==> config.mk <==
export PLATFORM = sky130hd
export DESIGN_NAME = note_sequencer
export DESIGN_NICKNAME = d
export VERILOG_FILES = /design/src/rtl/note_sequencer.sv
export SDC_FILE = /design/constraint.sdc
export NUM_CORES = 1
export LEC_CHECK = 0
export ABC_AREA = 1
export CORE_AREA = 2 2 229 141
export DETAILED_ROUTE_END_ITERATION = 8
export DIE_AREA = 0 0 231 143
export DONT_BUFFER_PORTS = 1
export GPL_TIMING_DRIVEN = 0
export PLACE_DENSITY = 0.81
export SLEW_MARGIN = 20
export SYNTH_ARGS = -nofsm -noshare
export SYNTH_HDL_FRONTEND = slang
export SYNTH_SLANG_ARGS = --single-unit
==> constraint.sdc <==
create_clock -name clk -period 11.55 [get_ports clk]
set_clock_uncertainty 0.15 [all_clocks]
set_input_delay 2.8875 -clock clk [delete_from_list [all_inputs] [get_ports clk]]
set_output_delay 2.8875 -clock clk [all_outputs]
set_load 0.05 [all_outputs]
==> src/rtl/note_sequencer.sv <==
// Three-lane rhythm-game chart sequencer: loads a song chart, steps it out
// at a fixed tick rate and presents the current note plus a 8-step look-ahead.
module note_sequencer #(
   parameter int TICK_DIV  = 5000000,
   parameter int CHART_LEN = 100
) (
   input  logic                 clk,
   input  logic                 reset,
   input  logic [4:0]           song_select,
   input  logic                 start,
   input  logic                 stop,
   input  logic                 pause,
   input  logic [CHART_LEN-1:0] chart_red,
   input  logic [CHART_LEN-1:0] chart_blue,
   input  logic [CHART_LEN-1:0] chart_yellow,
   output logic [4:0]           song_sel_out,
   output logic                 hit_red,
   output logic                 hit_blue,
   output logic                 hit_yellow,
   output logic [7:0]           win_red,
   output logic [7:0]           win_blue,
   output logic [7:0]           win_yellow,
   output logic                 step_pulse,
   output logic [6:0]           steps_left,
   output logic [1:0]           state,
   output logic                 done
);

   localparam int TW = (TICK_DIV > 2) ? $clog2(TICK_DIV) : 1;
   localparam logic [TW-1:0] TICK_MAX = TW'(TICK_DIV - 1);

   typedef enum logic [1:0] {
      IDLE = 2'd0,
      LOAD = 2'd1,
      PLAY = 2'd2,
      DONE = 2'd3
   } state_t;

   state_t               state_q, state_d;
   logic [4:0]           sel_q, sel_d;
   logic [CHART_LEN-1:0] red_q, red_d, blue_q, blue_d, yel_q, yel_d;
   logic [TW-1:0]        tick_q, tick_d;
   logic [6:0]           steps_q, steps_d;
   logic                 pulse_q, pulse_d;

   always_ff @(posedge clk or posedge reset) begin
      if (reset) begin
         state_q <= IDLE;
         sel_q   <= '0;
         red_q   <= '0;
         blue_q  <= '0;
         yel_q   <= '0;
         tick_q  <= '0;
         steps_q <= '0;
         pulse_q <= 1'b0;
      end else begin
         state_q <= state_d;
         sel_q   <= sel_d;
         red_q   <= red_d;
         blue_q  <= blue_d;
         yel_q   <= yel_d;
         tick_q  <= tick_d;
         steps_q <= steps_d;
         pulse_q <= pulse_d;
      end
   end

   always_comb begin
      state_d = state_q;
      sel_d   = sel_q;
      red_d   = red_q;
      blue_d  = blue_q;
      yel_d   = yel_q;
      tick_d  = tick_q;
      steps_d = steps_q;
      pulse_d = 1'b0;
      // stop outranks everything, including a wrap landing on the same edge
      if (stop) begin
         state_d = IDLE;
         red_d   = '0;
         blue_d  = '0;
         yel_d   = '0;
         tick_d  = '0;
         steps_d = '0;
      end else begin
         case (state_q)
            IDLE, DONE: begin
               if (start) begin
                  state_d = LOAD;
                  sel_d   = song_select;
               end
            end
            LOAD: begin
               state_d = PLAY;
               red_d   = chart_red;
               blue_d  = chart_blue;
               yel_d   = chart_yellow;
               tick_d  = '0;
               steps_d = 7'(CHART_LEN);
            end
            PLAY: begin
               if (!pause) begin
                  if (tick_q == TICK_MAX) begin
                     tick_d  = '0;
                     red_d   = {red_q[CHART_LEN-2:0], 1'b0};
                     blue_d  = {blue_q[CHART_LEN-2:0], 1'b0};
                     yel_d   = {yel_q[CHART_LEN-2:0], 1'b0};
                     steps_d = steps_q - 7'd1;
                     pulse_d = 1'b1;
                     if (steps_q == 7'd1) begin
                        state_d = DONE;
                        red_d   = '0;
                        blue_d  = '0;
                        yel_d   = '0;
                     end
                  end else begin
                     tick_d = tick_q + TW'(1);
                  end
               end
            end
            default: state_d = IDLE;
         endcase
      end
   end

   assign song_sel_out = sel_q;
   assign hit_red      = red_q[CHART_LEN-1];
   assign hit_blue     = blue_q[CHART_LEN-1];
   assign hit_yellow   = yel_q[CHART_LEN-1];
   assign win_red      = red_q[CHART_LEN-1 -: 8];
   assign win_blue     = blue_q[CHART_LEN-1 -: 8];
   assign win_yellow   = yel_q[CHART_LEN-1 -: 8];
   assign step_pulse   = pulse_q;
   assign steps_left   = steps_q;
   assign state        = state_q;
   assign done         = (state_q == DONE);

endmodule

After elaboration in Yosys (flattened, before gate mapping):

Index checks and enable logic that the tools add are counted.
Widths: inputs -> output; s select.

* bits in registers: 338
* word-level logic and storage cells: 60

* add/subtract/negate cells: 2
* eq/ne operators: 9
* muxes and demuxes: 33
* bitwise gates (word level): 1
* reduce and logical (&&, ||, !) cells: 7

Operators by type and width (count)
* $mux 100: 12
* $pmux 100 s2: 3
* $mux 23: 3
* $pmux 23 s2: 1
* $add 23x1->23 const B: 1
* $eq 23x23->1 const B: 1
* $mux 7: 3
* $pmux 7 s2: 1
* $ne 3x3->1 const B: 4
* $mux 2: 5
* $eq 7x1->1 const B: 1
* $sub 7x1->7 const B: 1
* $pmux 2 s3: 1
* $reduce_and 3->1: 2
* $eq 2x2->1 const B: 2
* $mux 1: 4
* $reduce_and 4->1: 1
* $reduce_bool 3->1: 1
* $eq 2x1->1 const B: 1
* $logic_not 2->1: 1
* $reduce_and 2->1: 1
* $reduce_or 2->1: 1
* $not 1->1: 1

Depth between registers and ports, before layout:

* depth after elaboration: 6
* mapped depth: 12
* depth with buffers taken out: 10

Worst setup path before layout:

OpenSTA, ideal clock, no wires.

* path type: reg-to-output
* start point: register state_q[0], in the netlist state[0]
* end point: output done
* arrival: 1230 ps
* setup slack: 7282 ps
* cell stages (with the launch flop): 2
* buffers on the path: 0
* cell sequence: dfrtp_1 -> ha_1

* longest elaborated chain between the ends: 1

RTL lines
* from (decl): RTL line 39 `state_t state_q, state_d;`
* from (signal assigned): RTL line 57 `state_q <= state_d;`
* $eq 2x2->1: RTL line 136 `assign done = (state_q == DONE);`
* to (decl): RTL line 26 `output logic done`

Every way passes these cells.

Worst setup path in the final report:

Same ends and word-level chain as after synthesis.

==> impl_metrics.py <==
metrics = {
    "run_status": {
        "outcome": "finished, final reports clean",
    },
    "placed_design": {
        "place_ws_ns": 6.537,
        "place_area_mm2": 0.01850,
        "dpl.hpwl_um": 36720,
        "io_buffer_count": 0,
        "place_congestion": 0.8842,
    },
    "pwr": {
        "p_total_uw": 4705,
        "powerDensity_mw_per_mm2": 239.4,
        "ir_drop_mv": 0.1355,
        "p_leak_uw": 0.01115,
    },
    "floorplan": {
        "coreArea_mm2": 0.03078,
        "die_y_um": 143,
        "start_util_pct": 57.66,
        "die_area_mm2": 0.03303,
        "die_x_um": 231,
        "rows": 50,
        "num_io_pins": 353,
    },
    "logic_synthesis": {
        "yosys-top-cells-area": "dfrtp_1 48%, nand2_1 33%, nand3_1 9.2%",
        "yosysMostFrequentCell": "nand2_1",
        "yosysTopAreaCell": "dfrtp_1",
        "synth_edf_count": 0,
        "synthArstFlopShare_pct": 100.0,
        "synthCells": 2585,
        "synth_nets": 2902,
        "synth.avg_cell_area_um2": 6.866,
        "syn-cell-area_mm2": 0.01775,
        "synth_common_cells": "1574 x nand2_1, 338 x dfrtp_1, 328 x nand3_1, 82 x clkbuf_1, 77 x buf_2",
        "ys_types": 24,
        "seq_area_frac_synth_pct": 47.66,
        "synth_ff_type": "dfrtp_1",
        "synth_warnings": 0,
        "synth_top_area_share_pct": 47.66,
        "ys_ff_latch": 338,
    },
    "detailed_routing": {
        "first_pass_iters": 5,
        "avgViaCountPerCell": 5.516,
        "num_vias": 16970,
        "wl_per_cell_um": 16.50,
        "ant_nets": 0,
        "drt-total-wl_um": 50780,
        "first_iter_violations": 1764,
        "drc_errors": 0,
    },
    "setup_path": {
        "path_buf_inv": 0,
        "worstSetupStartpointType": "flop",
        "path_depth": 1,
        "critPathKind": "reg2out",
        "path_cells": "ha_1",
        "r2r.worst_path.cells": 12,
        "cp_max_fo": 6,
        "cp_slowest_stage_delay_ns": 0.73,
        "cp.required_ns": 8.51,
        "crit_arrival_ns": 1.82,
        "cp-end-kind": "output port",
        "r2r_slack_ns": 8.35,
        "crit_family": "flip-flops",
        "cpMaxStageDelayCell": "dfrtp_1",
    },
    "timing": {
        "timing.final.crit_share_pct": 42.03,
        "slew_headroom_pct": 44.16,
        "setup_viol": 0,
        "fin_setup_tns_ns": 0,
        "fmax_mhz": 206.0,
        "worstMarginPinSlew_ns": 0.8376,
        "hold_viol": 0,
        "rsz0062_at_grt": "no",
        "period_needed_ns": 4.855,
        "holdWs_ns": 0.3287,
        "finalWorstSetupSlack_ns": 6.695,
        "finalMaxSlewViolations": 0,
    },
    "cts": {
        "clkTransAtPathRegs_ns": 0.06,
        "ctsHoldBuffers": 0,
        "post_cts_buffers": 0,
        "root_buffer": "clkbuf_16",
        "cts_resized": 0,
        "ctsLongestPathBuffers": 3,
        "cts_tree": "yes",
        "cts_made_buffers": 34,
        "clkLatencyLatePin_ns": 0.52,
        "clock-sinks": 338,
        "htreeDepth": 2,
    },
    "global_route": {
        "overflow": 0,
        "grt_pass1_wl_um": 80470,
        "grt_pass1_vias": 15580,
        "antenna_found_initial": 9,
        "grt_start_max_net_pins": 35,
        "grtUsageTotal_pct": 30.51,
    },
    "final_layout": {
        "regArea_mm2": 0.008458,
        "nFillCells": 2713,
        "syn2layout_area_growth_pct": 10.72,
        "drive_gt1_share_pct": 7.124,
        "multi_input_area_mm2": 0.008188,
        "fin_nets": 2949,
        "finish.instance_area_mm2": 0.01965,
    },
    "hold_path": {
        "hold_depth": 2,
        "hold_class": "reg2reg",
    },
    "run": {
        "maxCapViolations": 0,
    },
}
-- routing by layer --
layer  wire length (um)  GRT usage (%)  up-vias  share of wire [%]
met2              22430          45.09      797                 44
met5                 16              0        -              0.032
met1              21750          44.34     7967                 43
met3               4710          5.990      123                9.3
met4               1865          12.09        2                3.7
li1                   -              -     8085                  -
-- final timing paths --
path | start | endpoint
min reg2reg | yel_q[87]$_DFFE_PP0P_ | yel_q[87]$_DFFE_PP0P_
min in group asynchronous | reset | blue_q[15]$_DFFE_PP0P_
max | state[0]$_DFFE_PP0P_ | done
max in group asynchronous | reset | red_q[90]$_DFFE_PP0P_
max reg2reg | state[0]$_DFFE_PP0P_ | red_q[41]$_DFFE_PP0P_
min | yel_q[87]$_DFFE_PP0P_ | yel_q[87]$_DFFE_PP0P_
-- registers in the layout, indices dropped and copies added (netlist names) --
name and count:
tick_q 23, red_q 100, steps_left 7, step_pulse 1, blue_q 100, state 2, song_sel_out 5, yel_q 100
-- stage by stage --
stage,cells,utilization (%)
4_1_cts,3069,63.78
6_report,3077,63.84
3_5_place_dp,3012,60.11
5_1_grt,3076,63.83
3_3_place_gp,3001,59.37
2_1_floorplan,2585,-
-- where the power goes --
part           total, uW  switching, uW  internal (uW)  leakage [uW]
logic               1540           1070            465       0.00616
clock network       1140            469            674      0.000555
registers           2030            386           1640       0.00443
total               4700           1930           2780        0.0111
-- cells by family after synthesis --
family                   Yosys count  synth area share (%)
buffers and inverters            233                 6.211
XOR/XNOR                           8                0.3947
adder cells (fa/ha/maj)            7                0.4935
flip-flops                       338                 47.66
AND/OR/NAND/NOR                 1974                 44.30
AO/OA/AOI/OAI                     20                0.6274
multiplexers                       5                0.3172
-- placed cells by master (no fill, tap or decap) --
cell type	Yosys	layout
or2_2	2	2
bufinv_16	0	3
clkinvlp_4	0	2
nor2_1	55	55
a21oi_1	4	4
o21ai_0	14	14
clkinv_2	0	5
nand2_2	1	1
buf_12	0	10
diode_2	0	8
ha_1	7	7
xor2_1	4	4
buf_16	0	1
buf_2	77	77
clkbuf_8	0	4
nand4_1	10	10
nor3_1	1	1
inv_1	34	33
buf_4	35	35
nand3_1	328	328
nor2_2	1	1
nand3b_1	1	1
dfrtp_1	338	338
mux2_2	5	5
inv_2	5	5
clkbuf_1	82	89
xnor2_1	4	4
o21ai_1	1	1
a21oi_4	1	1
nand2_1	1574	1574
nor4_1	1	1
clkbuf_16	0	37
-- layout make-up --
cell class	count	share of cell area, %
Antenna cell	8	0.1019
Inverter	39	0.7641
Multi-Input combinational cell	2014	41.67
Buffer	194	4.865
Clock inverter	9	0.6240
Sequential cell	338	43.04
Tap cell	416	2.649
Timing Repair Buffer	11	1.159
Clock buffer	48	5.126
Power figures use the tool's default switching activity.
